[src/rtl/ariane_pkg.sv]
// Shared core definitions used by the divider and its issue controller.
//   TRANS_ID_BITS : width of the scoreboard transaction ID
//   OP_*          : 2-bit divide opcode encoding shared with the serial divider
package ariane_pkg;

    localparam int unsigned TRANS_ID_BITS = 3;

    localparam logic [1:0] OP_UDIV = 2'd0;
    localparam logic [1:0] OP_DIV  = 2'd1;
    localparam logic [1:0] OP_UREM = 2'd2;
    localparam logic [1:0] OP_REM  = 2'd3;

endpackage

[src/rtl/div_issue_ctrl_pkg.sv]
// Local types for div_issue_ctrl: FSM state encoding and field widths.
// DIV_ISSUE_CTRL_RESULT_BUF_EN adds the WB state used by the result buffer.
package div_issue_ctrl_pkg;

    localparam int unsigned OPCODE_BITS = 2;
    localparam int unsigned STATE_BITS  = 2;

    typedef enum logic [STATE_BITS-1:0] {
        IDLE     = 2'd0,
        ISSUE    = 2'd1,
        WAIT_RES = 2'd2
`ifdef DIV_ISSUE_CTRL_RESULT_BUF_EN
        ,
        WB       = 2'd3
`endif
    } state_e;

endpackage

[src/rtl/div_issue_ctrl_if.sv]
// Serial-divider handshake bundle between the issue controller (master)
// and the divider (slave).
//   in_vld/in_rdy        : request handshake
//   req_id/op_a/op_b/opcode : request payload
//   flush                : abort forwarded to the divider
//   out_vld/out_rdy      : result handshake
//   res_id/res           : result payload
interface div_issue_ctrl_if #(
    parameter int unsigned WIDTH = 64
) ();

    logic                                  in_vld;
    logic                                  in_rdy;
    logic [ariane_pkg::TRANS_ID_BITS-1:0]  req_id;
    logic [WIDTH-1:0]                      op_a;
    logic [WIDTH-1:0]                      op_b;
    logic [1:0]                            opcode;
    logic                                  flush;
    logic                                  out_vld;
    logic                                  out_rdy;
    logic [ariane_pkg::TRANS_ID_BITS-1:0]  res_id;
    logic [WIDTH-1:0]                      res;

    modport master (
        output in_vld, req_id, op_a, op_b, opcode, flush, out_rdy,
        input  in_rdy, out_vld, res_id, res
    );

    modport slave (
        input  in_vld, req_id, op_a, op_b, opcode, flush, out_rdy,
        output in_rdy, out_vld, res_id, res
    );

endinterface

[src/rtl/div_issue_ctrl.sv]
// Initiator side of the serial-divider handshake. Registers one divide
// request from issue, presents it to the divider one cycle after the divider
// signals ready, and returns the result with its ID to writeback.
// Optional feature macro: DIV_ISSUE_CTRL_RESULT_BUF_EN (registered result
// buffer, divider released independently of writeback).
// Ports:
//   clk_i, rst_ni        : clock, async active-low reset
//   flush_i              : abort in-flight work (forwarded on div.flush)
//   req_*                : issue request (valid/ready, ID, operands, opcode)
//   div                  : divider handshake bundle (master modport)
//   wb_*                 : writeback result (valid/ready, ID, result)
//   busy_o               : FSM not idle
module div_issue_ctrl
    import ariane_pkg::*;
    import div_issue_ctrl_pkg::*;
#(
    parameter int unsigned WIDTH = 64
) (
    input  logic                     clk_i,
    input  logic                     rst_ni,
    input  logic                     flush_i,
    input  logic                     req_valid_i,
    output logic                     req_ready_o,
    input  logic [TRANS_ID_BITS-1:0] req_id_i,
    input  logic [WIDTH-1:0]         req_op_a_i,
    input  logic [WIDTH-1:0]         req_op_b_i,
    input  logic [OPCODE_BITS-1:0]   req_opcode_i,
    div_issue_ctrl_if.master         div,
    output logic                     wb_valid_o,
    input  logic                     wb_ready_i,
    output logic [TRANS_ID_BITS-1:0] wb_id_o,
    output logic [WIDTH-1:0]         wb_result_o,
    output logic                     busy_o
);

    state_e                   state_q, state_d;
    logic                     rdy_q;
    logic                     load_req;
    logic [TRANS_ID_BITS-1:0] id_q;
    logic [WIDTH-1:0]         op_a_q;
    logic [WIDTH-1:0]         op_b_q;
    logic [OPCODE_BITS-1:0]   opcode_q;

`ifdef DIV_ISSUE_CTRL_RESULT_BUF_EN
    logic                     load_res;
    logic [TRANS_ID_BITS-1:0] res_id_q;
    logic [WIDTH-1:0]         res_q;
`endif

    // State, registered divider ready, and request registers
    always_ff @(posedge clk_i or negedge rst_ni) begin
        if (!rst_ni) begin
            state_q  <= IDLE;
            rdy_q    <= 1'b0;
            id_q     <= '0;
            op_a_q   <= '0;
            op_b_q   <= '0;
            opcode_q <= '0;
        end else begin
            state_q <= state_d;
            rdy_q   <= div.in_rdy;
            if (load_req) begin
                id_q     <= req_id_i;
                op_a_q   <= req_op_a_i;
                op_b_q   <= req_op_b_i;
                opcode_q <= req_opcode_i;
            end
        end
    end

`ifdef DIV_ISSUE_CTRL_RESULT_BUF_EN
    // Result buffer: decouples divider release from writeback stalls
    always_ff @(posedge clk_i or negedge rst_ni) begin
        if (!rst_ni) begin
            res_id_q <= '0;
            res_q    <= '0;
        end else if (load_res) begin
            res_id_q <= div.res_id;
            res_q    <= div.res;
        end
    end
`endif

    // Next-state and handshake outputs
    always_comb begin
        state_d     = state_q;
        load_req    = 1'b0;
        req_ready_o = 1'b0;
        div.in_vld  = 1'b0;
        div.out_rdy = 1'b0;
        wb_valid_o  = 1'b0;
`ifdef DIV_ISSUE_CTRL_RESULT_BUF_EN
        load_res    = 1'b0;
        wb_id_o     = res_id_q;
        wb_result_o = res_q;
`else
        wb_id_o     = div.res_id;
        wb_result_o = div.res;
`endif

        unique case (state_q)
            IDLE: begin
                req_ready_o = ~flush_i;
                if (req_valid_i && !flush_i) begin
                    load_req = 1'b1;
                    state_d  = ISSUE;
                end
            end
            ISSUE: begin
                // rdy_q gives the divider's required one-cycle rdy->vld gap
                div.in_vld = rdy_q & ~flush_i;
                if (rdy_q && !flush_i) begin
                    state_d = WAIT_RES;
                end
            end
            WAIT_RES: begin
`ifdef DIV_ISSUE_CTRL_RESULT_BUF_EN
                div.out_rdy = 1'b1;
                if (div.out_vld && !flush_i) begin
                    load_res = 1'b1;
                    state_d  = WB;
                end
`else
                div.out_rdy = wb_ready_i;
                wb_valid_o  = div.out_vld & ~flush_i;
                if (div.out_vld && wb_ready_i) begin
                    state_d = IDLE;
                end
`endif
            end
`ifdef DIV_ISSUE_CTRL_RESULT_BUF_EN
            WB: begin
                wb_valid_o = ~flush_i;
                if (wb_ready_i) begin
                    state_d = IDLE;
                end
            end
`endif
            default: begin
                state_d = IDLE;
            end
        endcase

        if (flush_i) begin
            state_d = IDLE;
        end
    end

    assign div.req_id = id_q;
    assign div.op_a   = op_a_q;
    assign div.op_b   = op_b_q;
    assign div.opcode = opcode_q;
    assign div.flush  = flush_i;
    assign busy_o     = (state_q != IDLE);

`ifndef SYNTHESIS
    // A result carrying a foreign ID means the divider broke protocol
    result_id_matches: assert property (@(posedge clk_i) disable iff (!rst_ni)
        (state_q == WAIT_RES && div.out_vld && !flush_i) |-> (div.res_id == id_q))
        else $error("div_issue_ctrl: result ID does not match issued ID");
`endif

endmodule

[src/flat_wrapper.sv]
// flat-port wrapper written by rule: the top's interface ports become plain ports
module div_issue_ctrl_flat import ariane_pkg::*; import div_issue_ctrl_pkg::*;
#(
    parameter int unsigned WIDTH = 64
)
  (clk_i, rst_ni, flush_i, req_valid_i, req_ready_o, req_id_i, req_op_a_i, req_op_b_i, req_opcode_i, wb_valid_o, wb_ready_i, wb_id_o, wb_result_o, busy_o, div_in_vld, div_req_id, div_op_a, div_op_b, div_opcode, div_flush, div_out_rdy, div_in_rdy, div_out_vld, div_res_id, div_res);
  div_issue_ctrl_if #(.WIDTH(WIDTH)) div_i ();
  input  logic clk_i;
  input  logic rst_ni;
  input  logic flush_i;
  input  logic req_valid_i;
  output logic req_ready_o;
  input  logic [TRANS_ID_BITS-1:0] req_id_i;
  input  logic [WIDTH-1:0] req_op_a_i;
  input  logic [WIDTH-1:0] req_op_b_i;
  input  logic [OPCODE_BITS-1:0] req_opcode_i;
  output logic wb_valid_o;
  input  logic wb_ready_i;
  output logic [TRANS_ID_BITS-1:0] wb_id_o;
  output logic [WIDTH-1:0] wb_result_o;
  output logic busy_o;
  output wire logic [$bits(div_i.in_vld)-1:0] div_in_vld;
  output wire logic [$bits(div_i.req_id)-1:0] div_req_id;
  output wire logic [$bits(div_i.op_a)-1:0] div_op_a;
  output wire logic [$bits(div_i.op_b)-1:0] div_op_b;
  output wire logic [$bits(div_i.opcode)-1:0] div_opcode;
  output wire logic [$bits(div_i.flush)-1:0] div_flush;
  output wire logic [$bits(div_i.out_rdy)-1:0] div_out_rdy;
  input wire logic [$bits(div_i.in_rdy)-1:0] div_in_rdy;
  input wire logic [$bits(div_i.out_vld)-1:0] div_out_vld;
  input wire logic [$bits(div_i.res_id)-1:0] div_res_id;
  input wire logic [$bits(div_i.res)-1:0] div_res;
  assign div_in_vld = div_i.in_vld;
  assign div_req_id = div_i.req_id;
  assign div_op_a = div_i.op_a;
  assign div_op_b = div_i.op_b;
  assign div_opcode = div_i.opcode;
  assign div_flush = div_i.flush;
  assign div_out_rdy = div_i.out_rdy;
  assign div_i.in_rdy = div_in_rdy;
  assign div_i.out_vld = div_out_vld;
  assign div_i.res_id = div_res_id;
  assign div_i.res = div_res;
  div_issue_ctrl #(.WIDTH(WIDTH)) u_core (.clk_i(clk_i), .rst_ni(rst_ni), .flush_i(flush_i), .req_valid_i(req_valid_i), .req_ready_o(req_ready_o), .req_id_i(req_id_i), .req_op_a_i(req_op_a_i), .req_op_b_i(req_op_b_i), .req_opcode_i(req_opcode_i), .div(div_i), .wb_valid_o(wb_valid_o), .wb_ready_i(wb_ready_i), .wb_id_o(wb_id_o), .wb_result_o(wb_result_o), .busy_o(busy_o));
endmodule
[config.mk]
export PLATFORM = sky130hd
export DESIGN_NAME = div_issue_ctrl_flat
export DESIGN_NICKNAME = d
export VERILOG_FILES = /design/src/rtl/ariane_pkg.sv /design/src/rtl/div_issue_ctrl_pkg.sv /design/src/rtl/div_issue_ctrl_if.sv /design/src/rtl/div_issue_ctrl.sv /design/src/flat_wrapper.sv
export SDC_FILE = /design/constraint.sdc
export NUM_CORES = 1
export LEC_CHECK = 0
export BUFFER_PORTS_ARGS = -buffer_cell sky130_fd_sc_hd__buf_4
export CAP_MARGIN = 20
export CORE_AREA = 2 2 161 163
export CTS_CLUSTER_SIZE = 25
export DETAILED_ROUTE_END_ITERATION = 10
export DIE_AREA = 0 0 163 165
export PLACE_DENSITY = 0.6
export SLEW_MARGIN = 20
export SYNTH_ARGS = -nofsm -noshare
export SYNTH_HDL_FRONTEND = slang
export SYNTH_SLANG_ARGS = --single-unit
[constraint.sdc]
create_clock -name clk_i -period 2.2 [get_ports clk_i]
set_clock_uncertainty 0.05 [all_clocks]
set_input_delay 0.44 -clock clk_i [delete_from_list [all_inputs] [get_ports clk_i]]
set_output_delay 0.44 -clock clk_i [all_outputs]
set_load 0.01 [all_outputs]
==> results of run 1 <==
placed cells by master (no fill, tap or decap), drive strengths merged, types with 2 or more instances in the layout:
master	n
buf	283
dfrtp	136
mux2	133
clkbuf	18
inv	7
bufinv	3
nor3	3
or2	2
nand2	2
nand2b	2
clkinvlp	2
clkinv	2
per-stage QoR:
step / area (sq um) / hold slack [ps]
after floorplan: 5630 / 94.4
after global placement: 7590 / 340
after detailed placement: 7590 / 338
after CTS: 8220 / 51.5
after global routing: 8220 / 45.1
final: 8220 / 81.6
critical path, stage by stage (launching register included):
cell	delay, ps
dfrtp_1	450
nand2_1	100
nor3_1	280
buf_4	190
registers in the layout, summed over array words and instances, names as in the netlist:
signal	flops
u_core.rdy_q	1
u_core.div.op_a	64
u_core.div.opcode	2
u_core.div.op_b	64
u_core.state_q	2
u_core.div.req_id	3
synthesized netlist by cell type, drive strengths merged:
cell type	count
dfrtp	136
mux2	133
buf	82
nor3	3
nand2	2
nand2b	2
or2	2
a211oi	1
a21oi	1
and3b	1
clkbuf	1
nand3b	1
nor4bb	1
per-layer routing:
| layer | vias to the layer above | share of wire, % | wire (microns) |
|---|---|---|---|
| met4 | 0 | 2.2 | 318 |
| met3 | 29 | 12 | 1660 |
| met5 | - | 0 | 0 |
| met1 | 1733 | 37 | 5300 |
| li1 | 1637 | - | - |
| met2 | 217 | 49 | 6910 |
cell families (layout without fill, tap and decap cells):
family                 Yosys count  in the layout  share of synthesized area, %
buffers and inverters           83            316                          11.2
AND/OR/NAND/NOR                 12             12                          1.51
flip-flops                     136            136                          60.5
multiplexers                   133            133                          26.6
AO/OA/AOI/OAI                    2              2                         0.222
cell type report:
class / count / area [sq um]
Clock buffer: 18 / 429
Clock inverter: 14 / 186
Fill cell: 2544 / 16800
Multi-Input combinational cell: 147 / 1600
Sequential cell: 136 / 3400
Tap cell: 330 / 413
Timing Repair Buffer: 284 / 2190
worst max-delay path by stage:
stage	start	endpoint	slack, ps	cells after the start
after floorplan	u_core.state_q[0]$_DFFE_PN0P_	u_core.div.op_a[36]$_DFFE_PN0P_	560	5
after global placement	u_core.state_q[0]$_DFFE_PN0P_	u_core.div.op_b[62]$_DFFE_PN0P_	360	4
after detailed placement	u_core.state_q[0]$_DFFE_PN0P_	u_core.div.op_b[6]$_DFFE_PN0P_	330	4
after CTS	u_core.state_q[0]$_DFFE_PN0P_	div_in_vld	200	3
after global routing	u_core.state_q[0]$_DFFE_PN0P_	div_in_vld	160	3
final	u_core.state_q[0]$_DFFE_PN0P_	div_in_vld	270	3
power by group:
group	total, mW	leakage, nW	switching [mW]	internal, mW
Combinational	1.97	1.94	0.791	1.18
Clock	3.03	0.295	1.21	1.82
Sequential	3.30	1.60	0.269	3.03
what timing repair did:
item	4_1_cts	5_1_grt
gates resized for setup	0	0
setup endpoints to repair	0	0
endpoints found under the hold margin	38	0
hold buffers	1	0
==> results.md, run 1 <==
- The flow ran to the end, and the final reports show no timing, DRC or antenna violations.
- The total number of clock tree sinks is between 100 and 150.
- The fmax is around 520 MHz.
- The vias per cell is just under 4.
- The post-synthesis cell area is ~5600 sq um.
- The met1 capacity usage during global routing is 11.2%.
- The half-perimeter wire length after placement is ~11 mm.
- CTS built an H-tree with a depth of 4.
- The initial antenna violation count is 0.
- The type of the tightest min-delay check is in -> reg.
- The worst hold path stage count is 1.
- The total I/O pin count is 413.
- Synthesis produced 366 cells.
- The worst setup path is of the reg -> out kind.
- The maximum resistive drop on vdd is roughly 0.43 mV.
- Clock-pin slew was measured on the worst setup and hold paths at 70 ps.
- OpenSTA, run right after detailed placement, puts the worst setup slack at roughly 330 ps.
- The arrival time reported for the critical path endpoint is 1440 ps.
- The largest driver fanout on the critical path is 8.
- The count of cells in the finished layout, fillers not included, comes to 929.
- The number of design rule violations left after detail routing is 0.
- In this run the tightest slew margin relative to its limit is between 70% and 80%.
- Port buffering added around 280 buffers.
- Setup repair after global routing left no endpoint under its margin.
- In the final routed layout, each cell accounts on average for between 15 and 20 microns.
- The total overflow left after global routing is 0.
- The synthesized net count is ~570.
- The die covers approximately 27000 sq um.
- The routability congestion estimate is ~0.72.
- The number of slew-limit violations in the final report is 0.
- Cells with a size suffix above 1 make up ~63% of the layout.
- The clock latency of the later-clocked register in the worst-skew pair is 410 ps.
- Counting cells, the worst reg-to-reg path comes to 4.
- The startpoint of the most critical register-to-register path is u_core.state_q[0]$_DFFE_PN0P_.
- The destination of the worst hold path is u_core.rdy_q$_DFF_PN0_.
- The root buffer cell is clkbuf_16.
- The global routing met2 resource utilization is ~17%.
- Setup total negative slack on the finished layout was measured at 0 ps.
- The critical path capture point type is an output pin.
- The startpoint of the worst hold path is div_in_rdy.
- For met3 alone, demand over resource in global routing was around 5.4%.
- The DRC violation total after the first TritonRoute iteration is 90.
- The design draws between 8 and 9 mW.
- The number of hold violations in the final report is 0.
- The part of the cycle the worst path needs is a little under 90%.
- The first global-routing pass estimated between 20 and 25 mm of wire.
- After global routing, the most crowded layer is met2.
- The die boundary width is 163 microns.
- The number of global-route vias before repair is around 3800.
- In this run the critical register-to-register path is captured at u_core.div.req_id[1]$_DFFE_PN0P_.
- The post-synthesis area per instance is between 15 and 20 sq um.
- The slack of the critical path is 273 ps.
- Sorting the synthesized cells by area gives the leading types as dfrtp_1 (60%), mux2_1 (14%), mux2_2 (13%).
- The final core utilization is 32.8%.
- Counting flops and latches in the post-synthesis netlist gives 136.
- For this run, the post-layout net count is 793.
- Synthesis instantiated 17 different standard cells from the library.
- The number of detailed-routing iterations run before antenna repair is 4.
- After floorplanning, the core was divided into 58 placement rows.
- For the pin with the worst max-slew slack, the measured transition is a little over 400 ps.
- For the worst setup path, the data required time is 1710 ps.
- In this run the power density over the cells is around 1000 nW/um^2.
- The kind of launch point of the worst setup path is a flip-flop.
- After synthesis, the largest area contributor takes up between 60% and 70% of total cell area.
- The max-cap violation count is 0.
- The routed layout has 3616 vias.
- Setup violations remaining at the end of the flow were counted as 0.
- The chip height is ~170 microns.
- 0 antenna diodes ended up in the layout.
- Buffers inserted during clock tree synthesis total 17.
- Including well taps, the total number of placed cells is roughly 900.
- The largest net degree at the start of global routing is 69.
- From synthesis to final layout, the design area changed by 45.9%.
- The worst path in the final design needs a cycle of around 1900 ps, including I/O delays and setup.
- No sink is reached through more buffers than the 2 on the longest clock path.
- The total of warnings raised by yosys is 0.
- The TritonCTS clock tree is built.
- Global routing used between 10% and 20% of the available tracks across all layers.
- The number of setup buffers added after CTS is 0.
- The routed design has 14.2 mm of wire.
- The core box area is 25000 sq um.
- The worst register-to-register path has a setup slack of between 300 and 400 ps.
- In this run the remaining antenna-violating nets after routing total 0.
- The initial core utilization is approximately 22%.
- Summed over all instances, the cell type with the most area after synthesis is dfrtp_1.
- Sequential cells were found to cover about three fifths of the synthesized design area.
- The total leakage power is 3.84 nW.
Note: power is estimated with default switching activity, not from simulation.
==> run 2, diff against run 1 <==
- MAX_ROUTING_LAYER: unset -> met4
==> results.md, run 2 (synthesized netlist as in run 1, its figures left out) <==
- The largest driver fanout on the critical path is 8.
- Across the run, the number of max-cap violations was 0.
- The worst hold margin is ~80 ps.
- The initial antenna violation count came to 0.
- The H-tree was split into 4 levels.
- The clock period minus worst slack is ~2000 ps.
- The total buffers and inverters traversed by the critical path is 1.
- The critical path goes through nand2_1, nor3_1, buf_4.
- The flow ran to the end, and the final reports show no timing, DRC or antenna violations.
- Setup repair after global routing left no endpoint under its margin.
- The kind of critical path is reg -> out.
- After routing, the total negative slack on setup checks comes to 0 ps.
- The routability congestion estimate is between 0.7 and 0.8.
- The library cell contributing the largest single delay on the critical path is dfrtp_1.
- After filler insertion, the fill cell instance count of the layout stands at about 2500.
- The die boundary width is between 150 and 200 microns.
- The region available for standard cell placement spans around 25000 sq um.
- The number of slew-limit violations in the final report is 0.
- In this run the power density over the cells is a little over 1000 nW/um^2.
- STA classifies the critical path startpoint as a flip-flop.
- The worst register-to-register path begins at u_core.state_q[0]$_DFFE_PN0P_.
- Headroom to the max-slew limit came out at slightly above 70%.
- The maximum root-to-sink buffer count is 2.
- The maximum resistive drop on vdd is 0.428 mV.
- The number of setup buffers added after CTS is 0.
- At the pin with the least slew margin, the transition time is between 400 and 500 ps.
- The clock latency of the later-clocked register in the worst-skew pair is roughly 400 ps.
- Post-CTS repair changed the size of 0 cells.
- In the routed design, unresolved DRC markers number 0.
- In the global route stage, overall resource usage came out at a little over a tenth.
- Setup violations remaining at the end of the flow were counted as 0.
- The worst path required time is 1710 ps.
- The floorplan step set the die height to ~170 microns.
- The root buffer cell is clkbuf_16.
- The number of input and output port buffers inserted is 278.
- The total leakage power is around 3.8 nW.
- Summed over all layers, the routed wires come to roughly 14 mm.
- The number of nets at the end of the flow is about 790.
- The most frequent standard cell in the layout excluding fill and tap cells is buf_4.
- The origin of the worst setup path is u_core.state_q[0]$_DFFE_PN0P_.
- The number of diodes added for antenna fixing is 0.
- The critical path capture point type is an output pin.
- For this design, the sink count on the clock tree is 136.
- The TritonCTS clock tree is built.
- During I/O placement, the number of pins put on the boundary was between 400 and 500.
- Entering global routing, the biggest net connects 69 pins.
- On the worst path, the slowest cell contributes a delay of ~450 ps.
- The arrival time reported for the critical path endpoint is around 1500 ps.
- The share of post-route cells with drive strength above 1 is between 60% and 70%.
- The type of the tightest min-delay check is in -> reg.
- The part of the cycle the worst path needs is between 80% and 90%.
- Leaving out fill and tap cells, the most frequent cells in the layout are buf_4 (278), dfrtp_1 (136), mux2_1 (70).
- The antenna violation net count after detailed routing is 0.
- Grouping stages by cell kind, the critical path spends the most delay in flip-flops.
- Detailed routing inserted a total of 3626 vias.
- After detailed routing, the average wire length per cell comes to 15.3 microns.
- The initial core utilization is between 20% and 30%.
- The number of global-route vias before repair came to around 3900.
- The first detailed-routing pass ran for 3 iterations.
- The first global-routing pass estimated approximately 21 mm of wire.
- In this run the most critical hold path is launched from div_in_rdy.
- The total clock buffers created by CTS is 17.
- The area growth from synthesis to layout is 45.9%.
- The DRC violation total after the first TritonRoute iteration is 100.
- The die area is around 27000 sq um.
- The number of hold violations in the final report is 0.
- The number of placement rows is 58.
- The total overflow left after global routing is 0.
- Clock-pin slew was measured on the worst setup and hold paths at 70 ps.
- Static timing analysis puts the maximum clock frequency at roughly 510 MHz.
- The wire-length estimate of the detail-placed layout is roughly 11 mm.
- The vias per cell is around 3.9.
## run 2: cell counts in the layout (fill, tap and decap cells not counted)
No cell type changed its count.
## run 2: layer usage
layer | vias up | wire (microns) | global-route usage, %
li1 | 1638 | - | -
met1 | 1747 | 5490 | 11.8
met2 | 214 | 6970 | 16.9
met3 | 27 | 1460 | 4.45
met4 | 0 | 299 | 4.87
met5 | - | 0 | -
## run 2: final cells by class
| cell class | instances | area, sq um | area share, % |
|---|---|---|---|
| Sequential cell | 136 | 3400 | 41.4 |
| Timing Repair Buffer | 284 | 2190 | 26.6 |
| Multi-Input combinational cell | 147 | 1600 | 19.4 |
| Clock buffer | 18 | 429 | 5.22 |
| Tap cell | 330 | 413 | 5.03 |
| Clock inverter | 14 | 186 | 2.27 |
## run 2: path summary, 6_finish.rpt
check / depth (start not counted) / slack [ps] / endpoint
min in group asynchronous: 2 / 470 / u_core.rdy_q$_DFF_PN0_
max in group asynchronous: 3 / 1010 / u_core.div.op_a[52]$_DFFE_PN0P_
worst min register to register: 1 / 430 / u_core.div.op_a[60]$_DFFE_PN0P_
worst max register to register: 4 / 330 / u_core.div.req_id[1]$_DFFE_PN0P_
worst max-delay path: 3 / 250 / div_in_vld
worst min-delay path: 1 / 80 / u_core.rdy_q$_DFF_PN0_
## run 2: through the flow
stage	area, sq um	cells	power, mW	utilization (%)	worst slack, ps
finish	8220	929	8.30	32.8	246
global route	8220	929	8.77	32.8	158
CTS	8220	929	8.49	32.8	197
detailed placement	7590	896	5.37	30.3	335
global placement	7590	896	5.33	30.3	362
floorplan	5630	366	4.23	-	556
## run 2: where the power goes
part / internal [mW] / switching [mW]
combinational: 1.18 / 0.792
sequential: 3.03 / 0.269
clock: 1.82 / 1.21
## run 2: repair_timing
action,4_1_cts,5_1_grt
hold buffers,1,0
setup endpoints to repair,0,0
endpoints found under the hold margin,38,0
